<file path="config.mk">
export PLATFORM = sky130hd
export DESIGN_NAME = axiuart_frame_builder
export DESIGN_NICKNAME = d
export VERILOG_FILES = /design/src/rtl/axiuart_frame_builder.sv
export SDC_FILE = /design/constraint.sdc
export NUM_CORES = 1
export LEC_CHECK = 0
export BUFFER_PORTS_ARGS = -buffer_cell sky130_fd_sc_hd__buf_2
export CORE_UTILIZATION = 59
export DETAILED_ROUTE_END_ITERATION = 8
export PLACE_DENSITY = 0.85
export SLEW_MARGIN = 20
export SYNTH_ARGS = -nofsm -noshare
export SYNTH_HDL_FRONTEND = slang
export SYNTH_SLANG_ARGS = --single-unit
export TNS_END_PERCENT = 100
</file>
<file path="constraint.sdc">
create_clock -name clk -period 4.5 [get_ports clk]
set_input_delay 0.45 -clock clk [delete_from_list [all_inputs] [get_ports clk]]
set_output_delay 0.45 -clock clk [all_outputs]
set_load 0.05 [all_outputs]
</file>
<file path="src/rtl/axiuart_frame_builder.sv">
// Response-frame serializer: SOF, status, cmd echo, [addr, data], CRC-8, one byte per clock.
// Define FRAME_BUILDER_STALL_ABORT_EN to abort a frame after STALL_LIMIT consecutive full cycles.
module axiuart_frame_builder #(
  parameter int         MAX_DATA_BYTES     = 64,
  parameter logic [7:0] SOF_DEVICE_TO_HOST = 8'h5A,
  parameter int         STALL_LIMIT        = 65535
) (
  input  logic        clk,
  input  logic        rst,
  input  logic        build_req,
  output logic        build_ack,
  input  logic [7:0]  status_code,
  input  logic [7:0]  cmd_echo,
  input  logic [31:0] addr,
  input  logic [6:0]  data_len,
  output logic [5:0]  resp_data_idx,
  input  logic [7:0]  resp_data_byte,
  output logic [7:0]  tx_fifo_data,
  output logic        tx_fifo_wr_en,
  input  logic        tx_fifo_full,
  output logic        build_busy,
  output logic        build_done,
  output logic        build_abort
);

  // state  | meaning
  // IDLE   | waiting for build_req; ack and latch inputs
  // SOF    | emit start-of-frame byte
  // STATUS | emit latched status
  // CMD    | emit latched command echo
  // ADDR   | emit address bytes, little-endian (read OK only)
  // DATA   | emit read-data bytes fetched by index (read OK, len > 0)
  // CRC    | emit CRC-8 over STATUS..last DATA
  // DONE   | pulse build_done, return to IDLE
  typedef enum logic [2:0] {IDLE, SOF, STATUS, CMD, ADDR, DATA, CRC, DONE} state_t;

  state_t      state;
  logic [7:0]  status_q;
  logic [7:0]  cmd_q;
  logic [7:0]  crc_q;
  logic [31:0] addr_q;
  logic [6:0]  len_q;
  logic [5:0]  byte_cnt;
  logic [1:0]  addr_cnt;
  logic [7:0]  cur_byte;
  logic        emit;
  logic        wr;
  logic        rd_ok;

  function automatic logic [7:0] crc8_next(input logic [7:0] crc, input logic [7:0] din);
    logic [7:0] c;
    c = crc ^ din;
    for (int i = 0; i < 8; i++) c = c[7] ? ((c << 1) ^ 8'h07) : (c << 1);
    return c;
  endfunction

  assign emit  = (state != IDLE) && (state != DONE);
  assign rd_ok = (status_q == 8'h00) && cmd_q[7];
  // rst gating keeps every output at zero in any cycle where reset is asserted
  assign wr    = rst && emit && !tx_fifo_full;

  always_comb begin
    cur_byte = 8'h00;
    case (state)
      SOF:     cur_byte = SOF_DEVICE_TO_HOST;
      STATUS:  cur_byte = status_q;
      CMD:     cur_byte = cmd_q;
      ADDR:    cur_byte = addr_q[{addr_cnt, 3'b000} +: 8];
      DATA:    cur_byte = resp_data_byte;
      CRC:     cur_byte = crc_q;
      default: cur_byte = 8'h00;
    endcase
  end

  assign build_ack     = rst && (state == IDLE) && build_req;
  assign build_busy    = rst && emit;
  assign build_done    = rst && (state == DONE);
  assign tx_fifo_wr_en = wr;
  assign tx_fifo_data  = rst ? cur_byte : 8'h00;
  assign resp_data_idx = rst ? byte_cnt : 6'd0;

`ifdef FRAME_BUILDER_STALL_ABORT_EN
  localparam int STALL_W = $clog2(STALL_LIMIT + 1);
  logic [STALL_W-1:0] stall_cnt;
  logic               abort_q;
  assign build_abort = rst && abort_q;
`else
  assign build_abort = 1'b0 && (STALL_LIMIT > 0);
`endif

  always_ff @(posedge clk) begin
    if (!rst) begin
      state    <= IDLE;
      status_q <= 8'h00;
      cmd_q    <= 8'h00;
      addr_q   <= 32'h0;
      len_q    <= 7'd0;
      crc_q    <= 8'h00;
      byte_cnt <= 6'd0;
      addr_cnt <= 2'd0;
`ifdef FRAME_BUILDER_STALL_ABORT_EN
      stall_cnt <= '0;
      abort_q   <= 1'b0;
`endif
    end else begin
`ifdef FRAME_BUILDER_STALL_ABORT_EN
      abort_q <= 1'b0;
`endif
      case (state)
        IDLE: begin
          if (build_req) begin
            status_q <= status_code;
            cmd_q    <= cmd_echo;
            addr_q   <= addr;
            len_q    <= (data_len > 7'(MAX_DATA_BYTES)) ? 7'(MAX_DATA_BYTES) : data_len;
            crc_q    <= 8'h00;
            byte_cnt <= 6'd0;
            addr_cnt <= 2'd0;
`ifdef FRAME_BUILDER_STALL_ABORT_EN
            stall_cnt <= '0;
`endif
            state    <= SOF;
          end
        end
        DONE: state <= IDLE;
        default: begin
          if (wr) begin
`ifdef FRAME_BUILDER_STALL_ABORT_EN
            stall_cnt <= '0;
`endif
            if (state != SOF && state != CRC) crc_q <= crc8_next(crc_q, cur_byte);
            case (state)
              SOF:    state <= STATUS;
              STATUS: state <= CMD;
              CMD:    state <= rd_ok ? ADDR : CRC;
              ADDR: begin
                addr_cnt <= addr_cnt + 2'd1;
                if (addr_cnt == 2'd3) state <= (len_q == 7'd0) ? CRC : DATA;
              end
              DATA: begin
                if ({1'b0, byte_cnt} == len_q - 7'd1) state <= CRC;
                else byte_cnt <= byte_cnt + 6'd1;
              end
              CRC:     state <= DONE;
              default: state <= IDLE;
            endcase
          end
`ifdef FRAME_BUILDER_STALL_ABORT_EN
          else if (stall_cnt == STALL_W'(STALL_LIMIT - 1)) begin
            abort_q <= 1'b1;
            state   <= IDLE;
          end else begin
            stall_cnt <= stall_cnt + 1'b1;
          end
`endif
        end
      endcase
    end
  end

endmodule

</file>
; Word-level counts from Yosys, hierarchy flattened
; Index checks and enable logic that the tools add are counted.
[op_classes]
add_sub_neg = 3
n_eq_ne = 16
n_reduce_logical = 23
n_bitwise = 10
n_mux = 33
n_shift = 1
magnitude_cmp = 1
[op_table]
columns = op, n
row1 = 8-bit case mux with 6 select lines, 1
row2 = 3-bit 2-to-1 mux, 12
row3 = 8-bit 2-to-1 mux, 4
row4 = 32-bit by 6-bit variable part select with 8-bit output, 1
row5 = 6-bit 2-to-1 mux, 5
row6 = 3-bit NOT, 8
row7 = 3-bit case mux with 6 select lines, 1
row8 = 8-bit case mux with 2 select lines, 1
row9 = 3-bit == test (second input constant), 4
row10 = 6-bit case mux with 2 select lines, 1
row11 = 4-bit AND reduction, 3
row12 = 2-bit 2-to-1 mux, 5
row13 = 1-bit logical AND, 8
row14 = 8-bit zero test, 1
row15 = 4-bit inequality test (second input constant), 2
row16 = 2-bit nonzero test, 4
row17 = 8-bit XOR, 1
row18 = 6-bit by 7-bit == test with 1-bit output, 1
row19 = 7-bit greater-than comparator (second input constant), 1
row20 = 7-bit zero test, 1
row21 = 7-bit 2-to-1 mux, 1
row22 = 7-bit by 1-bit subtractor with 7-bit output (second input constant), 1
row23 = 6-bit by 1-bit adder with 6-bit output (second input constant), 1
row24 = 3-bit by 2-bit == test with 1-bit output (second input constant), 2
row25 = other kinds (14), 17
[word_totals]
elab_cells = 95
output_inout_bits = 19
regBits = 74
in_bits = 67

; Logic depth before layout (Yosys ltp)
; Gate-level depths: netlist of run 1.
[logic_depth]
ltp_word = 22
depth_mapped = 9
mapped_depth_nobuf = 9

; Worst setup path after synthesis of run 1
; Ideal clock, no wire load.
[synth_path]
kind = register to output
startpoint = register state[0]
endpoint = output port build_done
setup_slack_ps = 1753
t_arrival_ps = 2297
path_buffers = 3
t_required_ps = 4050
path_stages_with_launch = 6
path_cell_list = dfxtp_1 -> buf_2 -> buf_2 -> clkbuf_1 -> nand2_1 -> nor3_1
[synth_via]
elab_chain_len = 2
[synth_rtl]
columns = element, line
row1 = start: declaration, 37  ; state_t state;
row2 = start signal: assignment, 135  ; CMD: state <= rd_ok ? ADDR : CRC;
row3 = start signal: assignment, 138  ; if (addr_cnt == 2'd3) state <= (len_q == 7'd0) ? CRC : DATA;
row4 = 3-bit == test, 77  ; assign build_done = rst && (state == DONE);
row5 = 1-bit logical AND, 77
row6 = end: declaration, 22  ; output logic build_done,
; Every way passes these cells.

; Final worst setup path of run 1
[layout_path]
startpoint = register state[2]
endpoint = output port tx_fifo_data[1]
[layout_via]
elab_chain_len = 3
elab_cells_between_ends = 8
cone_classes = eq/ne (6) / mux (2)
[layout_rtl]
columns = element, line
row1 = 3-bit == test (tied with other cells), 64  ; case (state)
row2 = 8-bit case mux with 6 select lines (*), 64
row3 = 8-bit 2-to-1 mux (*), 79  ; assign tx_fifo_data = rst ? cur_byte : 8'h00;
row4 = end: declaration, 18  ; output logic [7:0] tx_fifo_data,
; Every way passes the cells marked *; elsewhere a longest branch is shown, timed or not.

==> flow_summary.toml, run 1 <==
[global_routing]
grt_pass1_vias = 3597
antenna_found_initial = 0
grt_pass1_wl_um = 16700
grt_max_degree = 70
overflow = 0
track_usage_pct = 29.0

[route]
final_antenna_net_count = 0
via_per_inst = 5.81
vias = 3936
drc = 0
routed_wl_um = 10200
drt_iter0_drc = 309
routedWlPerCell_um = 15.0
first_pass_iters = 5

[die]
core_um2 = 6760
fp.dieW_um = 85.6
die_y_um = 85.6
row_count = 30
start_util_pct = 61.0
dieArea_um2 = 7320
pin_count = 86

[yosys]
yosysTopAreaCell = "dfxtp_1"
synth-seq-cells = 74
netlist_instances = 527
synth_edf_count = 0
synth_area_um2 = 4120
yosysWarnings = 0
synthTopCellsByCount = "nand2_1 (130), dfxtp_1 (74), a21oi_1 (67), nor2_1 (32), clkbuf_1 (25)"
postSynthAreaPerCell_um2 = 7.82
ys.flop_type = "dfxtp_1"
yosysSeqAreaShare_pct = 35.9
synth.most_common_cell = "nand2_1"
syn_nets = 597
synthTopCellsByArea = "dfxtp_1 (36%), nand2_1 (12%), a21oi_1 (8.1%)"
synth_cell_types = 64
synth_top_area_share_pct = 35.9
async_flop_share_pct = 0

[timing]
finalSetupTns_ns = 0
period_needed_ns = 3.04
fin_crit_sh_pct = 67.5
tightest_slew_ns = 0.943
drv_slew = 0
fin_skew_ns = 0.0114
setup_violations = 0
relSlewSlack_pct = 37.0
finalHoldViolCount = 0
max_clock_freq_mhz = 329
rsz0062_at_grt = "no"

[power_and_ir_drop]
leakage_nw = 1.89
switching_power_mw = 0.710
power_density_nw_per_um2 = 413
p_int_mw = 1.25
pwr-share-comb_pct = 30.9
netSwitchingFraction_pct = 36.3
ir_drop_v = 0.000239
seqPwrFrac_pct = 41.0
clkPwrFrac_pct = 28.1

[clock_tree]
htreeDepth = 3
cts.path.max_buffers = 2
cts_tree = "built"
cts-resized-gates = 0
clock_sinks = 74
cts_buffers = 9
hold_buffers = 0
cts_root_buffer = "clkbuf_8"
clkTransAtPathRegs_ns = 0.09
cts_setup_buffers = 0
clk_latency_ns = 0.35

[place]
post_dp_cell_area_um2 = 4530
io_buffers = 84
dp.cells = 661
gp_congestion = 0.929
dp_hpwl_um = 7250

[critical_path]
cp-startpoint = "state[2]$_SDFFE_PN0P_"
cp-end-kind = "output pin"
worst_setup_path_start_kind = "flip-flop"
arrival_ns = 2.59
rr_startpoint = "addr_cnt[0]$_SDFFE_PN0P_"
cp.required_ns = 4.05
crit_type = "reg2out"
cp_max_fo = 31

[finish]
finalNetCount = 662
design_area_um2 = 4740
diodes = 0
area_growth_pct = 15.0
fin_cells = 677
drive_gt1_share_pct = 20.8

[min_path]
hp-class = "in2reg"
min_from = "addr[0]"

[flow_run]
drv_cap = 0

[outcome]
outcome = "completed"
==> cells in the final DEF, fill, tap and decap left out, types with 3 or more instances in the layout <==
| cell | netlist | routed |
|---|---|---|
| nand2_1 | 130 | 129 |
| buf_2 | 4 | 84 |
| dfxtp_1 | 74 | 74 |
| a21oi_1 | 67 | 67 |
| nor2_1 | 32 | 32 |
| and2_1 | 12 | 11 |
| mux2i_1 | 11 | 11 |
| nand3b_1 | 11 | 11 |
| xnor2_1 | 10 | 10 |
| o21ai_1 | 10 | 10 |
| nand2b_1 | 9 | 9 |
| nand3_1 | 9 | 9 |
| clkbuf_8 | 0 | 9 |
| mux4_2 | 8 | 8 |
| nor3_1 | 8 | 8 |
| xor2_1 | 8 | 8 |
| o21ai_0 | 6 | 6 |
| nor2b_1 | 5 | 5 |
| a31oi_1 | 5 | 5 |
| nor4_1 | 5 | 5 |
| a2bb2oi_1 | 4 | 4 |
| a211oi_1 | 4 | 4 |
| nand4_1 | 4 | 4 |
| o211ai_1 | 3 | 3 |
| a22o_1 | 3 | 3 |
| or2_1 | 3 | 3 |
| inv_1 | 4 | 3 |
| a22oi_1 | 3 | 3 |
| ha_1 | 3 | 3 |
| inv_6 | 0 | 3 |
| buf_4 | 2 | 3 |
==> through the flow <==
stage	hold WS (ns)	setup WS (ns)	power [mW]	util, %
after floorplan	0.433	1.75	1.27	-
after global placement	0.443	1.71	1.39	67.1
after detailed placement	0.450	1.64	1.41	67.1
after CTS	0.320	1.47	1.95	70.1
after global routing	0.315	1.28	2.06	70.1
final	0.324	1.46	1.96	70.1
==> per-layer routing <==
layer	GRT usage (%)	share of wire, %	vias up
met1	37.1	44	1823
li1	-	-	1970
met4	9.24	1.8	0
met3	6.16	5.5	17
met2	48.9	48	126
met5	0	0	-
==> state kept, by name (all words and copies together) (netlist names) <==
name and flops:
addr_cnt 2, addr_q 32, byte_cnt 6, cmd_q 8
crc_q 8, len_q 7, state 3, status_q 8
==> layout make-up <==
type | count | area (um2)
Sequential cell | 74 | 1480
Tap cell | 80 | 100
Clock buffer | 9 | 124
Fill cell | 542 | 2020
Inverter | 5 | 18.8
Clock inverter | 7 | 82.6
Timing Repair Buffer | 87 | 443
Multi-Input combinational cell | 415 | 2490
==> worst max-delay path: stages, from the launching register on <==
cell and delay, ns:
dfxtp_1 0.95, nor3b_2 0.52, and2_1 0.24, or2_1 0.13, and2_1 0.13, buf_2 0.26
==> power groups by stage <==
stage | registers [mW] | clock network, mW | logic, mW
after floorplan | 0.783 | 0 | 0.490
after global placement | 0.809 | 0 | 0.577
after detailed placement | 0.813 | 0 | 0.596
after CTS | 0.800 | 0.552 | 0.602
after global routing | 0.812 | 0.583 | 0.670
final | 0.803 | 0.549 | 0.604
==> final timing paths <==
path                             end  slack, ns  depth (start not counted)
max                  tx_fifo_data[1]       1.46                          5
min           addr_q[0]$_SDFFE_PN0P_       0.32                          3
max reg2reg    crc_q[1]$_SDFFE_PN0P_       1.59                          7
min reg2reg  addr_q[15]$_SDFFE_PN0P_       0.46                          2
==> cells by family after synthesis <==
family / share of synthesized area (%)
flip-flops: 35.9
buffers and inverters: 3.76
XOR/XNOR: 5.04
AND/OR/NAND/NOR: 27.3
other: 0.0910
adder cells (fa/ha/maj): 0.911
AO/OA/AOI/OAI: 18.9
multiplexers: 8.14
(Power assumes the default switching activity.)
==> inputs of run 2 (changes only) <==
--- a/config.mk
+++ b/config.mk
@@ -6,9 +6,9 @@
 export NUM_CORES = 1
 export LEC_CHECK = 0
 export BUFFER_PORTS_ARGS = -buffer_cell sky130_fd_sc_hd__buf_2
-export CORE_UTILIZATION = 59
+export CORE_UTILIZATION = 50
 export DETAILED_ROUTE_END_ITERATION = 8
-export PLACE_DENSITY = 0.85
+export PLACE_DENSITY = 0.77
 export SLEW_MARGIN = 20
 export SYNTH_ARGS = -nofsm -noshare
 export SYNTH_HDL_FRONTEND = slang
==> constraint.sdc (replaced) <==
create_clock -name clk -period 2.6 [get_ports clk]
set_input_delay 0.26 -clock clk [delete_from_list [all_inputs] [get_ports clk]]
set_output_delay 0.26 -clock clk [all_outputs]
set_load 0.05 [all_outputs]
==> run 2 against run 1 <==
Routed wire length rose by 5.2%. Sequential power grew 71%. Clock power up 66%. Critical endpoint is now crc_q[6]$_SDFFE_PN0P_. Non-clock buffer count up 14. Critical path depth up 2. Sequential share of layout area decreased by 0.99 points. Worst setup slack got worse by 1.4 ns. Core utilization down 7.7 points. Power increased by 74%. Via count grew 2.5%.
==> flow_summary.toml, run 2 (synthesized netlist as in run 1, its figures left out) <==
[flow_run]
drv_cap = 0

[clock_tree]
htreeDepth = 3
cts_buffers = 9
cts_root_buffer = "clkbuf_8"
cts_setup_buffers = 0
cts.path.max_buffers = 2
cts_tree = "built"
cts-resized-gates = 0
clkTransAtPathRegs_ns = 0.09
hold_buffers = 0
clock_sinks = 74
clk_latency_ns = 0.35

[critical_path]
cp_slowest_cell = "mux4_2"
cp_max_fo = 3
crit_chain = "buf_4 -> mux4_2 -> a221oi_2 -> mux2i_1 -> xnor2_1 -> xnor2_1 -> a22o_1"
cp-end-kind = "flip-flop"
worst_setup_path_start_kind = "flip-flop"
cp.required_ns = 2.84
crit_top_cell = "xnor2_1"
max_stage_delay_ns = 0.55
arrival_ns = 2.75
crit_type = "reg2reg"
cpLargestDelayFamily = "multiplexers"
critPathBufInv = 1

[place]
io_buffers = 84
gp_congestion = 0.908
dp_hpwl_um = 7980

[timing]
fin_skew_ns = 0.0125
relSlewSlack_pct = 53.5
drv_slew = 0
setup_violations = 0
rsz0062_at_grt = "no"
tightest_slew_ns = 0.698
whs_ns = 0.132
max_clock_freq_mhz = 399
period_needed_ns = 2.50
finalSetupTns_ns = 0
finalHoldViolCount = 0
fin_crit_sh_pct = 96.3

[global_routing]
overflow = 0
grt_pass1_vias = 3675
grt_pass1_wl_um = 17500
antenna_found_initial = 0
track_usage_pct = 25.7
grt_max_degree = 70

[die]
row_count = 32
start_util_pct = 52.5
pin_count = 86
fp.dieW_um = 92.8
dieArea_um2 = 8610
core_um2 = 7850
die_y_um = 92.8

[route]
first_pass_iters = 5
routedWlPerCell_um = 15.0
drt_iter0_drc = 327
drc = 0
vias = 4034
routed_wl_um = 10700
final_antenna_net_count = 0
via_per_inst = 5.66

[min_path]
hp-class = "in2reg"

[finish]
fillCellCount = 720
top_register = "addr_q"
finalNetCount = 676
final_cell_mix = "nand2_1 (129), buf_2 (84), dfxtp_1 (72)"
drive_gt1_share_pct = 23.2
diodes = 0
area_growth_pct = 18.9
largest_reg_flops = 32
final_common_cell = "nand2_1"

[power_and_ir_drop]
power_density_nw_per_um2 = 695
leakage_nw = 1.97
ir_drop_v = 0.000372

[outcome]
outcome = "completed"
[run 2: changes by cell type in the layout (fill, tap and decap cells not counted), sizes merged]
| cell | previous run | this run |
|---|---|---|
| inv | 9 | 5 |
| clkinv | 0 | 4 |
| clkinvlp | 2 | 0 |
| buf | 87 | 101 |
| clkbuf | 9 | 11 |
[run 2: report_power, final]
part | switching (mW) | internal [mW] | total, mW
clock | 0.447 | 0.467 | 0.914
sequential | 0.117 | 1.26 | 1.37
combinational | 0.634 | 0.486 | 1.12
[run 2: final timing paths]
kind | from | end | slack (ns) | depth (start not counted)
max | addr_cnt[0]$_SDFFE_PN0P_ | crc_q[6]$_SDFFE_PN0P_ | 0.1 | 7
min | status_code[1] | status_q[1]$_SDFFE_PN0P_ | 0.13 | 3
max reg2reg | addr_cnt[0]$_SDFFE_PN0P_ | crc_q[6]$_SDFFE_PN0P_ | 0.1 | 7
min reg2reg | addr_q[23]$_SDFFE_PN0P_ | addr_q[23]$_SDFFE_PN0P_ | 0.45 | 2
[run 2: metal layers]
metal	global-route usage, %	wire length (um)	up-vias	part of all wire (%)
li1	-	-	1999	-
met1	33.8	4790	1863	45
met3	5.01	622	24	5.8
met5	0	0	-	0
met4	9.23	275	0	2.6
met2	41.9	5020	148	47
[run 2: layout make-up]
cell class | count | area (um2) | share of cell area, %
Inverter | 5 | 18.8 | 0.383
Clock inverter | 5 | 53.8 | 1.10
Tap cell | 102 | 128 | 2.60
Clock buffer | 11 | 141 | 2.88
Timing Repair Buffer | 101 | 577 | 11.8
Sequential cell | 74 | 1480 | 30.3
Multi-Input combinational cell | 415 | 2500 | 51.0
[run 2: per-stage QoR]
| step | cells | total power [mW] | cell area, um2 | util (%) | worst slack (ns) |
|---|---|---|---|---|---|
| 5_1_grt | 713 | 3.60 | 4900 | 62.5 | 0.00335 |
| 6_report | 713 | 3.41 | 4900 | 62.5 | 0.0966 |
| 2_1_floorplan | 527 | 2.20 | 4120 | - | 0.0426 |
| 3_5_place_dp | 697 | 2.50 | 4690 | 59.8 | 0.120 |
| 4_1_cts | 713 | 3.39 | 4880 | 62.2 | 0.0187 |
| 3_3_place_gp | 697 | 2.46 | 4690 | 59.8 | 0.185 |
[run 2: tightest hold or removal path: stages]
cell and delay, ns:
buf_2 0.09, nand2_1 0.04, a21oi_1 0.05
==> inputs of run 3 (changes only) <==
--- a/config.mk
+++ b/config.mk
@@ -5,10 +5,10 @@
 export SDC_FILE = /design/constraint.sdc
 export NUM_CORES = 1
 export LEC_CHECK = 0
+export ABC_AREA = 1
 export BUFFER_PORTS_ARGS = -buffer_cell sky130_fd_sc_hd__buf_2
-export CORE_UTILIZATION = 50
+export CORE_UTILIZATION = 27
 export DETAILED_ROUTE_END_ITERATION = 8
-export PLACE_DENSITY = 0.77
 export SLEW_MARGIN = 20
 export SYNTH_ARGS = -nofsm -noshare
 export SYNTH_HDL_FRONTEND = slang
==> run 3 against run 2 <==
Sequential cell count unchanged. Final cell count up 35%. Clock skew down 0.0032 ns. Via count up 8.8%. Combinational power up 130%. Largest power group is now combinational logic. Power up 60%. Synthesized cell count up 26%. Register-to-register slack better by 0.35 ns. Routed wire length up 16%.
==> flow_summary.toml, run 3 <==
[outcome]
outcome = "completed"

[yosys]
netlist_instances = 664
synthTopCellsByArea = "dfxtp_1 (34%), nand2_1 (20%), nand3_1 (8.2%)"
synth_cell_types = 46
synth.most_common_cell = "nand2_1"
async_flop_share_pct = 0
synth_top_area_share_pct = 34.0
yosysWarnings = 0
synth_area_um2 = 4360
ys.flop_type = "dfxtp_1"
yosysTopAreaCell = "dfxtp_1"
postSynthAreaPerCell_um2 = 6.56
synth-seq-cells = 74
synthTopCellsByCount = "nand2_1 (230), dfxtp_1 (74), inv_1 (72), nand3_1 (71), o21ai_0 (45)"
yosysSeqAreaShare_pct = 34.0
synth_edf_count = 0
syn_nets = 734

[clock_tree]
clk_latency_ns = 0.34
cts.path.max_buffers = 2
cts_root_buffer = "clkbuf_16"
clkTransAtPathRegs_ns = 0.06
clock_sinks = 74
cts_buffers = 9
htreeDepth = 3
cts_tree = "built"

[route]
drc = 0
first_pass_iters = 5
final_antenna_net_count = 0
routedWlPerCell_um = 13.0
vias = 4388
routed_wl_um = 12400
drt_iter0_drc = 305
via_per_inst = 4.57

[finish]
top_register = "addr_q"
design_area_um2 = 5260
diodes = 0
area_growth_pct = 20.6
final_common_cell = "nand2_1"
largest_reg_flops = 32
drive_gt1_share_pct = 21.2
final_cell_mix = "nand2_1 (230), buf_2 (84), dfxtp_1 (73)"
fillCellCount = 1745
fin_cells = 960
finalNetCount = 811

[critical_path]
ff2ff_path_depth = 10
cp_max_fo = 9
timing.rr.end = "len_q[4]$_SDFFE_PN0P_"
worst_setup_path_start_kind = "flip-flop"
cp-startpoint = "state[0]$_SDFFE_PN0P_"
reg2reg_slack_ns = 0.45
cp.required_ns = 2.34
critPathBufInv = 1
worst-path-stages = 7
arrival_ns = 2.19
max_stage_delay_ns = 0.68
crit_type = "reg2out"
crit_chain = "nand2_4 -> nor2_2 -> nand2_1 -> nand3_1 -> nor3_4 -> a21oi_1 -> buf_2"
cp-endpoint = "tx_fifo_data[3]"
cp_slowest_cell = "dfxtp_1"
rr_startpoint = "state[0]$_SDFFE_PN0P_"
cp-end-kind = "output pin"
cpLargestDelayFamily = "flip-flops"

[power_and_ir_drop]
ir_drop_v = 0.000386
power_density_nw_per_um2 = 1040
leakage_nw = 2.56

[place]
io_buffers = 84
dp.cells = 946
gp_congestion = 0.852
post_dp_cell_area_um2 = 4960
dpl_worst_slack_ns = 0.477
dp_hpwl_um = 9570

[timing]
relSlewSlack_pct = 52.2
whs_ns = 0.112
tightest_slew_ns = 0.717
finalSetupTns_ns = 0
period_needed_ns = 2.45
fin_crit_sh_pct = 94.2
setup_violations = 0
rsz0062_at_grt = "no"
max_clock_freq_mhz = 408
fin_ws_ns = 0.152
fin_skew_ns = 0.00935
finalHoldViolCount = 0
drv_slew = 0

[die]
die_y_um = 129
core_um2 = 15800
pin_count = 86
row_count = 46
dieArea_um2 = 16600
start_util_pct = 27.5
fp.dieW_um = 129

[global_routing]
grt_pass1_wl_um = 21000
antenna_found_initial = 0
overflow = 0
grt_pass1_vias = 4210
track_usage_pct = 16.4
grt_max_degree = 29

[min_path]
hp-class = "in2reg"
min_path_cells = 3
min_from = "cmd_echo[0]"

[flow_run]
drv_cap = 0
run 3: cell count changes in the layout (fill, tap and decap cells not counted), sizes merged, moves of 10 or more:
cell    previous run  this run
nand4              4        16
and2              12         0
inv                5        81
nand2            131       245
nand3              9        76
o21ai             16        46
a21oi             67        30
nand3b            11         1
mux2i             11         0
run 3: stage by stage:
stage | utilization (%) | power [mW]
floorplan | - | 3.67
global placement | 31.3 | 4.21
detailed placement | 31.3 | 4.21
CTS | 33.2 | 5.48
global route | 33.2 | 5.92
finish | 33.2 | 5.45
run 3: logic make-up (layout without fill, tap and decap cells):
| group | after synthesis | count (layout) | share of synthesized area [%] |
|---|---|---|---|
| XOR/XNOR | 11 | 11 | 2.38 |
| other | 1 | 1 | 0.0861 |
| AND/OR/NAND/NOR | 383 | 383 | 41.2 |
| AO/OA/AOI/OAI | 85 | 85 | 10.7 |
| adder cells (fa/ha/maj) | 3 | 3 | 0.862 |
| buffers and inverters | 107 | 187 | 10.8 |
| flip-flops | 74 | 74 | 34.0 |
run 3: worst register-to-register path: stages (launching register included):
cell and delay (ns):
dfxtp_1 0.48, inv_8 0.15, nand2_4 0.09, nor2_4 0.23, inv_4 0.11, nor2_8 0.11, inv_4 0.13, nor2_4 0.16
buf_4 0.31, nand2_1 0.15, o21ai_0 0.16
run 3: report_power, final:
part	switching, mW	internal (mW)	leakage, nW
Combinational	1.80	0.819	1.81
Clock	0.461	0.785	0.141
Sequential	0.206	1.38	0.606
Total	2.46	2.99	2.56
run 3: metal layers:
| layer | vias to the layer above | part of all wire [%] | global-route usage, % |
|---|---|---|---|
| li1 | 2279 | - | - |
| met1 | 1954 | 48 | 21.8 |
| met2 | 134 | 44 | 25.9 |
| met3 | 21 | 5.4 | 3.06 |
| met4 | 0 | 2.7 | 7.27 |
| met5 | - | 0 | 0 |
run 3: worst min-delay path by stage:
stage	end	slack (ns)
after floorplan	addr_q[18]$_SDFFE_PN0P_	0.36
after global placement	addr_q[18]$_SDFFE_PN0P_	0.45
after detailed placement	addr_q[18]$_SDFFE_PN0P_	0.45
after CTS	addr_q[18]$_SDFFE_PN0P_	0.1
after global routing	status_q[5]$_SDFFE_PN0P_	0.12
final	cmd_q[0]$_SDFFE_PN0P_	0.11
run 3: what timing repair did:
| action | in CTS | in global routing |
|---|---|---|
| hold buffers | 0 | 0 |
| buffers inserted | 0 | 0 |
| gates resized for setup | 0 | 1 |
| endpoints found under the setup margin | 0 | 1 |
run 3: area by class of cell:
type	count	area [um2]	share of cell area, %
clock inverter	2	37.5	0.714
multi-input combinational	483	2410	45.8
tap	216	270	5.14
sequential	74	1480	28.2
inverter	81	322	6.12
clock buffer	12	256	4.88
timing repair buffer	92	480	9.14
